--- src/rtl/de_hazard_ctrl_pkg.sv ---
// Shared constants and types for the decode-stage issue controller and its scoreboard.
package de_hazard_ctrl_pkg;

  localparam int REGNOBITS    = 5;
  localparam int SB_CNT_BITS  = 2;
  localparam int SB_CNT_MAX   = (1 << SB_CNT_BITS) - 1;
  // Cycles after reset release in which a WB to an idle counter is tolerated.
  localparam int SB_RST_GUARD = 3;

  typedef enum logic [0:0] {
    ST_IDLE    = 1'b0,
    ST_BR_WAIT = 1'b1
  } ctrl_state_e;

endpackage

--- src/rtl/de_scoreboard.sv ---
// Per-register pending-write counters: +1 on issue of a writer, -1 on WB, sticky underflow flag.
// Latency: counts visible the cycle after the edge; no backpressure (counter saturates, never wraps).
module de_scoreboard
  import de_hazard_ctrl_pkg::*;
#(
  parameter int NUM_REGS = 32,
  parameter int CNT_BITS = SB_CNT_BITS
) (
  input  logic                               clk,
  input  logic                               reset,
  input  logic                               inc_vld_i,
  input  logic [REGNOBITS-1:0]               inc_rd_i,
  input  logic                               dec_vld_i,
  input  logic [REGNOBITS-1:0]               dec_rd_i,
  output logic [NUM_REGS-1:0][CNT_BITS-1:0]  cnt_o,
  output logic [NUM_REGS-1:0]                busy_vec_o,
  output logic                               uf_err_o
);

  localparam logic [CNT_BITS-1:0] CNT_MAX    = '1;
  localparam logic [1:0]          GUARD_INIT = 2'(SB_RST_GUARD);

  logic [NUM_REGS-1:0][CNT_BITS-1:0] cnt_q, cnt_d;
  logic [NUM_REGS-1:0]               inc_hit, dec_hit;
  logic [1:0]                        guard_q, guard_d;
  logic                              uf_q, uf_d;

  // x0 is never tracked, so both decoders start at register 1.
  always_comb begin
    inc_hit = '0;
    dec_hit = '0;
    for (int r = 1; r < NUM_REGS; r++) begin
      inc_hit[r] = inc_vld_i && (inc_rd_i == REGNOBITS'(r));
      dec_hit[r] = dec_vld_i && (dec_rd_i == REGNOBITS'(r));
    end
  end

  always_comb begin
    cnt_d   = cnt_q;
    uf_d    = uf_q;
    guard_d = (guard_q != 2'd0) ? guard_q - 2'd1 : guard_q;
    for (int r = 1; r < NUM_REGS; r++) begin
      if (inc_hit[r] && !dec_hit[r]) begin
        if (cnt_q[r] != CNT_MAX) cnt_d[r] = cnt_q[r] + 1'b1;
      end else if (dec_hit[r] && !inc_hit[r]) begin
        if (cnt_q[r] != '0)         cnt_d[r] = cnt_q[r] - 1'b1;
        else if (guard_q == 2'd0)   uf_d     = 1'b1;
      end
    end
  end

  always_ff @(posedge clk or posedge reset) begin
    if (reset) begin
      cnt_q   <= '0;
      uf_q    <= 1'b0;
      guard_q <= GUARD_INIT;
    end else begin
      cnt_q   <= cnt_d;
      uf_q    <= uf_d;
      guard_q <= guard_d;
    end
  end

  always_comb begin
    busy_vec_o = '0;
    for (int r = 1; r < NUM_REGS; r++) busy_vec_o[r] = |cnt_q[r];
  end

  assign cnt_o    = cnt_q;
  assign uf_err_o = uf_q;

endmodule

--- src/rtl/de_hazard_ctrl.sv ---
// Decode issue control: RAW/WAW hazard check against the scoreboard, branch-wait FSM, stall/flush.
// Latency: outputs are combinational from state and inputs; backpressure is stall_de/stall_fe.
module de_hazard_ctrl
  import de_hazard_ctrl_pkg::*;
#(
  parameter int NUM_REGS = 32,
  parameter int CNT_BITS = SB_CNT_BITS
) (
  input  logic                 clk,
  input  logic                 reset,
  input  logic                 de_valid,
  input  logic [4:0]           de_rs1,
  input  logic [4:0]           de_rs2,
  input  logic                 de_rs1_used,
  input  logic                 de_rs2_used,
  input  logic [4:0]           de_rd,
  input  logic                 de_wr_reg,
  input  logic                 de_is_br,
  input  logic                 agex_br_resolve,
  input  logic                 agex_br_taken,
  input  logic                 wb_wr_reg,
  input  logic [4:0]           wb_rd,
  output logic                 de_issue,
  output logic                 stall_de,
  output logic                 stall_fe,
  output logic                 flush_de,
  output logic [NUM_REGS-1:0]  busy_vec,
  output logic                 sb_err
);

  localparam logic [CNT_BITS-1:0] CNT_ONE = CNT_BITS'(1);
  localparam logic [CNT_BITS-1:0] CNT_MAX = '1;

  logic [NUM_REGS-1:0][CNT_BITS-1:0] cnt;
  logic [CNT_BITS-1:0]               rs1_cnt, rs2_cnt, rd_cnt;
  logic                              haz_rs1, haz_rs2, haz_waw, hazard;
  logic                              uf_err;
  ctrl_state_e                       state_q, state_d;
  logic                              br_err_q, br_err_d;

  de_scoreboard #(
    .NUM_REGS (NUM_REGS),
    .CNT_BITS (CNT_BITS)
  ) u_sb (
    .clk        (clk),
    .reset      (reset),
    .inc_vld_i  (de_issue && de_wr_reg),
    .inc_rd_i   (de_rd),
    .dec_vld_i  (wb_wr_reg),
    .dec_rd_i   (wb_rd),
    .cnt_o      (cnt),
    .busy_vec_o (busy_vec),
    .uf_err_o   (uf_err)
  );

  assign rs1_cnt = cnt[de_rs1];
  assign rs2_cnt = cnt[de_rs2];
  assign rd_cnt  = cnt[de_rd];

  // A last outstanding write landing in WB this cycle is forwarded by the write-through regfile.
  always_comb begin
    haz_rs1 = de_rs1_used && (de_rs1 != '0) && (rs1_cnt != '0) &&
              !(wb_wr_reg && (wb_rd == de_rs1) && (rs1_cnt == CNT_ONE));
    haz_rs2 = de_rs2_used && (de_rs2 != '0) && (rs2_cnt != '0) &&
              !(wb_wr_reg && (wb_rd == de_rs2) && (rs2_cnt == CNT_ONE));
    haz_waw = de_wr_reg && (rd_cnt == CNT_MAX);
    hazard  = haz_rs1 || haz_rs2 || haz_waw;
  end

  always_comb begin
    state_d  = state_q;
    br_err_d = br_err_q;
    flush_de = (state_q == ST_BR_WAIT) && agex_br_resolve && agex_br_taken;
    de_issue = de_valid && !hazard && (state_q == ST_IDLE) && !flush_de;
    stall_de = de_valid && !de_issue && !flush_de;
    stall_fe = stall_de || (state_q == ST_BR_WAIT);
    case (state_q)
      ST_IDLE: begin
        if (agex_br_resolve)       br_err_d = 1'b1;
        if (de_issue && de_is_br)  state_d  = ST_BR_WAIT;
      end
      ST_BR_WAIT: begin
        if (agex_br_resolve)       state_d  = ST_IDLE;
      end
      default:                     state_d  = ST_IDLE;
    endcase
  end

  always_ff @(posedge clk or posedge reset) begin
    if (reset) begin
      state_q  <= ST_IDLE;
      br_err_q <= 1'b0;
    end else begin
      state_q  <= state_d;
      br_err_q <= br_err_d;
    end
  end

  assign sb_err = br_err_q || uf_err;

endmodule
--- config.mk ---
export PLATFORM = sky130hd
export DESIGN_NAME = de_hazard_ctrl
export DESIGN_NICKNAME = d
export VERILOG_FILES = /design/src/rtl/de_hazard_ctrl_pkg.sv /design/src/rtl/de_scoreboard.sv /design/src/rtl/de_hazard_ctrl.sv
export SDC_FILE = /design/constraint.sdc
export NUM_CORES = 1
export LEC_CHECK = 0
export ABC_CLOCK_PERIOD_IN_PS = 4000
export CELL_PAD_IN_SITES_DETAIL_PLACEMENT = 0
export CELL_PAD_IN_SITES_GLOBAL_PLACEMENT = 1
export CORE_MARGIN = 8
export CORE_UTILIZATION = 44
export DETAILED_ROUTE_END_ITERATION = 10
export GPL_ROUTABILITY_DRIVEN = 1
export PLACE_DENSITY = 0.82
export SLEW_MARGIN = 20
export SYNTH_ARGS = -nofsm -noshare
export SYNTH_HDL_FRONTEND = slang
export SYNTH_SLANG_ARGS = --single-unit
--- constraint.sdc ---
create_clock -name clk -period 4 [get_ports clk]
set_clock_uncertainty 0.2 [all_clocks]
set_input_delay 0.4 -clock clk [delete_from_list [all_inputs] [get_ports clk]]
set_output_delay 0.4 -clock clk [all_outputs]
set_load 0.01 [all_outputs]
**Word level (Yosys, flattened, before mapping)**

Cells that the tools add are included.

- Output and inout bits: 37
- Register bits: 67
- Input port bits: 30

- Order comparisons: 3
- Add/sub/neg operators: 63
- Muxes and demuxes: 257
- Reductions and logical operators: 377
- Bitwise logic cells: 1
- Equal/unequal tests: 129

Operators by type and width:

| operator | number |
|---|---|
| 2-bit two-way mux | 127 |
| 2-bit nonzero test | 96 |
| 5-bit equality test, second input constant | 32 |
| 1-bit logical AND | 144 |
| 1-bit two-way mux | 126 |
| 2-bit inequality test, second input constant | 62 |
| 3-bit AND reduction | 31 |
| 5-bit by 4-bit equality test with 1-bit output, second input constant | 16 |
| 1-bit zero test | 67 |
| 2-bit by 1-bit subtractor with 2-bit output, second input constant | 32 |
| 2-bit by 1-bit adder with 2-bit output, second input constant | 31 |
| 2-bit OR reduction | 31 |
| 5-bit by 3-bit equality test with 1-bit output, second input constant | 8 |
| 2-bit binary-select mux with 5-bit select | 3 |
| 5-bit by 2-bit equality test with 1-bit output, second input constant | 4 |
| 5-bit by 6-bit < comparator with 1-bit output, second input constant | 3 |
| 5-bit by 1-bit equality test with 1-bit output, second input constant | 2 |
| 5-bit equality test | 2 |
| 5-bit nonzero test | 2 |
| 2-bit by 1-bit equality test with 1-bit output, second input constant | 2 |
| 1-bit logical OR | 4 |
| 2-bit equality test, second input constant | 1 |
| 2-bit zero test | 1 |
| 1-bit one-hot mux with 2 select lines | 1 |
| 2 further kinds | 2 |

**Logic depth before layout (Yosys ltp)**

- Depth after elaboration: 138
- Mapped depth: 15
- Mapped depth without buffers: 11

**Hierarchy**

A second synthesis with hierarchy kept.

- Cells, all modules: 821
- Area total of the unflattened synthesis: 6895.4 um^2

By module, submodules not included:

| module | area each (um^2) | cells each | seq. area each (um^2) | instances |
|---|---|---|---|---|
| de_scoreboard | 4992.3 | 634 | 1629.1 | 1 |
| de_hazard_ctrl | 1903.1 | 187 | 50.0 | 1 |

**Worst setup path before layout**

No wires, ideal clock.

- Path kind: input-to-output
- Start: in de_rs1[2]
- End: out stall_fe
- Path buffers: 5
- Required time: 3400 ps
- Arrival: 2755 ps
- Slack: 645 ps
- Cell stages on the path: 12
- Cell sequence: buf_2 buf_2 mux4_2 a211oi_1 o21ba_2 o211ai_1 or3_4 inv_6 buf_6 buf_2 buf_2 o21ai_0

- Word-level cells in the longest chain between the ends: 16

Ends and longest elaborated chain:

| what | RTL line | text |
|---|---|---|
| start, declared | de_hazard_ctrl.sv:12 | `input logic [4:0] de_rs1,` |
| 2-bit binary-select mux with 5-bit select | de_hazard_ctrl.sv:56 | `assign rs1_cnt = cnt[de_rs1];` |
| 2-bit two-way mux (not written as such) | de_hazard_ctrl.sv:56 |  |
| 2-bit by 1-bit equality test with 1-bit output | de_hazard_ctrl.sv:63 | `!(wb_wr_reg && (wb_rd == de_rs1) && (rs1_cnt == CNT_ONE));` |
| 1-bit logical AND | de_hazard_ctrl.sv:63 |  |
| 1-bit zero test | de_hazard_ctrl.sv:63 |  |
| 1-bit logical AND * | de_hazard_ctrl.sv:62 | `haz_rs1 = de_rs1_used && (de_rs1 != '0) && (rs1_cnt != '0) &&` |
| 1-bit logical OR * (2 in a row) | de_hazard_ctrl.sv:67 | `hazard = haz_rs1 \|\| haz_rs2 \|\| haz_waw;` |
| 1-bit zero test * | de_hazard_ctrl.sv:74 | `de_issue = de_valid && !hazard && (state_q == ST_IDLE) && !flush_de;` |
| 1-bit logical AND * (3 in a row) | de_hazard_ctrl.sv:74 |  |
| via de_issue | de_hazard_ctrl.sv:23 | `output logic de_issue,` |
| 1-bit zero test * | de_hazard_ctrl.sv:75 | `stall_de = de_valid && !de_issue && !flush_de;` |
| 1-bit logical AND * (2 in a row) | de_hazard_ctrl.sv:75 |  |
| 1-bit logical OR * | de_hazard_ctrl.sv:76 | `stall_fe = stall_de \|\| (state_q == ST_BR_WAIT);` |
| end, declared | de_hazard_ctrl.sv:25 | `output logic stall_fe,` |

Mark *: on every way through the listed nets, which the timed path passes. The rest lies on a longest branch. The select of a mux whose other input is x is not followed.

**Final worst setup path**

- Start: in de_rd[3]
- End: out stall_fe

- Word-level cells in the longest chain between the ends: 13

Ends and longest elaborated chain:

| what | RTL line | text |
|---|---|---|
| start, declared | de_hazard_ctrl.sv:16 | `input logic [4:0] de_rd,` |
| 2-bit binary-select mux with 5-bit select | de_hazard_ctrl.sv:58 | `assign rd_cnt = cnt[de_rd];` |
| 2-bit two-way mux (not written as such) | de_hazard_ctrl.sv:58 |  |
| 2-bit equality test | de_hazard_ctrl.sv:66 | `haz_waw = de_wr_reg && (rd_cnt == CNT_MAX);` |
| 1-bit logical AND | de_hazard_ctrl.sv:66 |  |
| 1-bit logical OR | de_hazard_ctrl.sv:67 |  |
| 1-bit zero test | de_hazard_ctrl.sv:74 |  |
| 1-bit logical AND (3 in a row) | de_hazard_ctrl.sv:74 |  |
| 1-bit zero test | de_hazard_ctrl.sv:75 |  |
| 1-bit logical AND (2 in a row) | de_hazard_ctrl.sv:75 |  |
| 1-bit logical OR | de_hazard_ctrl.sv:76 |  |

Every way passes these cells. The select of a mux whose other input is x is not followed.

==> results.yml <==
clocking:
  clock_tree_from_tritoncts: "yes"
  cts_htree_levels: 3
  path_clk_slew_ns: 0.05
  clock_tree.root_cell: "sky130_fd_sc_hd__clkbuf_16"
  worst_skew_pair.late_latency_ns: 0.35
  cts_buffers: 9
  cts_max_path_buffers: 2
  clock_sink_count: 67
  holdBufCountCts: 0
hold_path:
  worst_hold_path_type: "reg -> reg"
  min_delay_src: "br_err_q$_DFFE_PP0P_"
floorplanning:
  die-height_um: 137
  design.portCount: 67
  core_area_um2: 14500
  die_w_um: 137
  die-area_um2: 18900
  initial_core_util_pct: 44.7
  placementRows: 44
sta:
  final_hold_viol_count: 0
  holdWs_ns: 0.252
  final_critical_path_setup_slack_ns: 0.223
  fmax_mhz: 265
  drv_slew: 0
  worstMarginPinSlew_ns: 0.958
  unrepaired_setup_endpoints_after_global_routing: "false"
  final.period_utilization_pct: 94.4
  final_period_minus_worst_setup_slack_ns: 3.78
  final-setup-viol-count: 0
  timing.slew.headroom_pct: 36.0
yosys:
  synthesis.nets: 832
  synth.yosys.seq_area_share_pct: 25.9
  syn-cell-area_um2: 6480
  avgSynthCellArea_um2: 8.09
  synth_top_flop_cell: "sky130_fd_sc_hd__dfrtp_1"
  synth_enable_flop_cells: 0
  synth_largest_area_cell: "sky130_fd_sc_hd__dfrtp_1"
  ys_ff_latch: 67
  post_synth_inst_count: 801
  synthTopCellsByArea: "sky130_fd_sc_hd__dfrtp_1, sky130_fd_sc_hd__mux4_2, sky130_fd_sc_hd__nand2_1"
  synthArstFlopShare_pct: 100
  yosysTopAreaCellShare_pct: 25.1
  synth.distinct_cells: 79
  synthesis.yosys.warnings: 0
cells_and_area:
  finalCoreUtilization_pct: 58.0
  antenna-diode-count: 0
  drive_above_1_share_pct: 22.9
  final_design_area_no_fill_um2: 8400
  syn_to_final_growth_pct: 29.8
  design.final.nets: 966
  layoutNonFillerInstCount: 1124
power_and_ir_drop:
  ir_worst_vdd_v: 0.000201
  power.leakage_uw: 0.00345
  power.density_cell_area_nw_per_um2: 348
grt:
  globalRouteTotalUtil_pct: 29.6
  grt_pass1_vias: 7017
  number_of_antenna_violations_at_the_first_check_in_global_routing: 0
  overflow: 0
  grt_pass1_wl_um: 41800
  grt_start_max_net_pins: 50
critical_path:
  worstRegToRegCells: 13
  cp_max_fo: 11
  startpoint_of_the_most_critical_register_to_register_path: "u_sb.cnt_o[26]$_DFFE_PP0P_"
  r2r-end: "u_sb.uf_err_o$_DFF_PP0_"
  regToRegSetupSlack_ns: 0.41
  worst_setup_path_endpoint: "stall_fe"
  crit_arrival_ns: 3.18
  setup.worst_path.start_class: "input port"
  critPathCaptureType: "primary output"
  worst_ep_required_time_ns: 3.40
  timing.critical_path.from: "de_rd[3]"
  setup.worst_path.class: "in -> out"
placement:
  post_dp_cell_area_um2: 8020
  dp_worst_setup_slack_ns: -0.227
  globalplace.congestion: 0.969
  port_buffers: 65
  dp_hpwl_um: 21200
  placed_cells: 1105
route:
  avgRoutedWirePerCell_um: 24.3
  avgViaCountPerCell: 6.35
  drt-pass1-iter-count: 6
  final_antenna_net_count: 0
  drc: 0
  drt_first_iter_violations: 741
  routed-via-count: 7140
  routed_wl_um: 27300
status:
  outcome: "finished, final reports clean"
run:
  drv.max_cap_violation_count: 0
-- worst max-delay path, cell delays in order --
cell                              delay, ns
sky130_fd_sc_hd__clkdlybuf4s50_1       0.49
sky130_fd_sc_hd__inv_4                 0.15
sky130_fd_sc_hd__mux4_2                0.51
sky130_fd_sc_hd__mux4_2                0.46
sky130_fd_sc_hd__nand2b_1              0.20
sky130_fd_sc_hd__o211ai_1              0.12
sky130_fd_sc_hd__or3_4                 0.21
sky130_fd_sc_hd__inv_12                0.07
sky130_fd_sc_hd__buf_4                 0.14
sky130_fd_sc_hd__o21ai_0               0.14
sky130_fd_sc_hd__dlygate4sd2_1         0.29
-- synthesized netlist by cell type (all sizes together), types with 6 or more instances --
| cell | instances |
|---|---|
| mux2i | 30 |
| mux4 | 33 |
| a21o | 6 |
| o21ai | 55 |
| nand2b | 9 |
| a221oi | 7 |
| or2 | 29 |
| clkbuf | 33 |
| xor2 | 8 |
| dfrtp | 65 |
| o22ai | 8 |
| mux2 | 8 |
| and4 | 7 |
| a21oi | 48 |
| a31o | 7 |
| xnor2 | 6 |
| o211ai | 9 |
| nor3 | 26 |
| buf | 21 |
| a31oi | 16 |
| or3 | 8 |
| nor2 | 78 |
| nand4 | 6 |
| nand2 | 114 |
| inv | 39 |
| and2 | 10 |
| nor2b | 6 |
| nand3 | 21 |
| a211oi | 10 |
-- where the power goes --
part / leakage, uW / switching (uW) / internal (uW)
registers: 0.000810 / 221 / 782
clock network: 0.000153 / 323 / 534
logic: 0.00249 / 528 / 538
total: 0.00345 / 1070 / 1850
-- worst min path at each step --
stage | slack (ns) | endpoint | cells after the start
floorplan | 0.22 | br_err_q$_DFFE_PP0P_ | 1
global placement | 0.23 | br_err_q$_DFFE_PP0P_ | 1
detailed placement | 0.24 | br_err_q$_DFFE_PP0P_ | 1
CTS | 0.26 | br_err_q$_DFFE_PP0P_ | 1
global route | 0.28 | br_err_q$_DFFE_PP0P_ | 1
finish | 0.25 | br_err_q$_DFFE_PP0P_ | 1
-- metrics by stage --
stage / TNS, ns / total power [uW]
global route: 0 / 3050
detailed placement: -2.08 / 2030
finish: 0 / 2930
floorplan: 0 / 1540
CTS: 0 / 2910
global placement: -0.881 / 2000
-- area by class of cell --
cell class / instances / area [um^2]
Clock inverter: 2 / 35.0
Multi-Input combinational cell: 641 / 4380
Fill cell: 1317 / 6070
Inverter: 39 / 163
Sequential cell: 67 / 1680
Clock buffer: 14 / 274
Timing Repair Buffer: 176 / 1630
Tap cell: 184 / 230
Timing Repair inverter: 1 / 8.76
-- repair_timing --
item	in CTS	in global routing
endpoints found under the setup margin	3	2
buffers inserted	1	0
resized for setup	7	8
pin swaps	1	1
gates cloned	2	0
-- cell usage in the layout, fill, tap and decap left out, drive strengths merged, types with 29 or more instances in the layout --
cell,synthesis,layout
mux4,33,33
inv,39,39
nand2,114,114
nor2,78,78
o21ai,55,55
dfrtp,65,65
clkdlybuf4s50,0,58
buf,21,110
mux2i,30,30
or2,29,29
a21oi,48,48
-- flip-flops by register name, indices dropped and copies added, names as in the netlist --
register and flops:
u_sb.uf_err_o 1, u_sb.guard_q 2, br_err_q 1, u_sb.cnt_o 62
state_q 1
-- kinds of logic (layout without fill, tap and decap cells) --
family / count (synthesis) / after routing / synth area share, %
and+or+nand+nor: 344 / 344 / 26.1
AOI/OAI and AO/OA: 210 / 210 / 21.6
buffers and inverters: 93 / 232 / 6.72
muxes: 71 / 71 / 17.6
DFF: 67 / 67 / 25.9
xor gates and xnor gates: 14 / 14 / 1.89
adders and majority gates: 1 / 1 / 0.193
other: 1 / 1 / 0.0579
-- per-layer routing --
layer / vias up / wire length [um] / track usage [%]
met2: 410 / 11800 / 44.2
li1: 3207 / - / -
met4: 0 / 877 / 11.3
met1: 3461 / 11700 / 40.4
met5: - / 0 / 0
met3: 62 / 2920 / 7.18
Power figures use the tool's default switching activity.
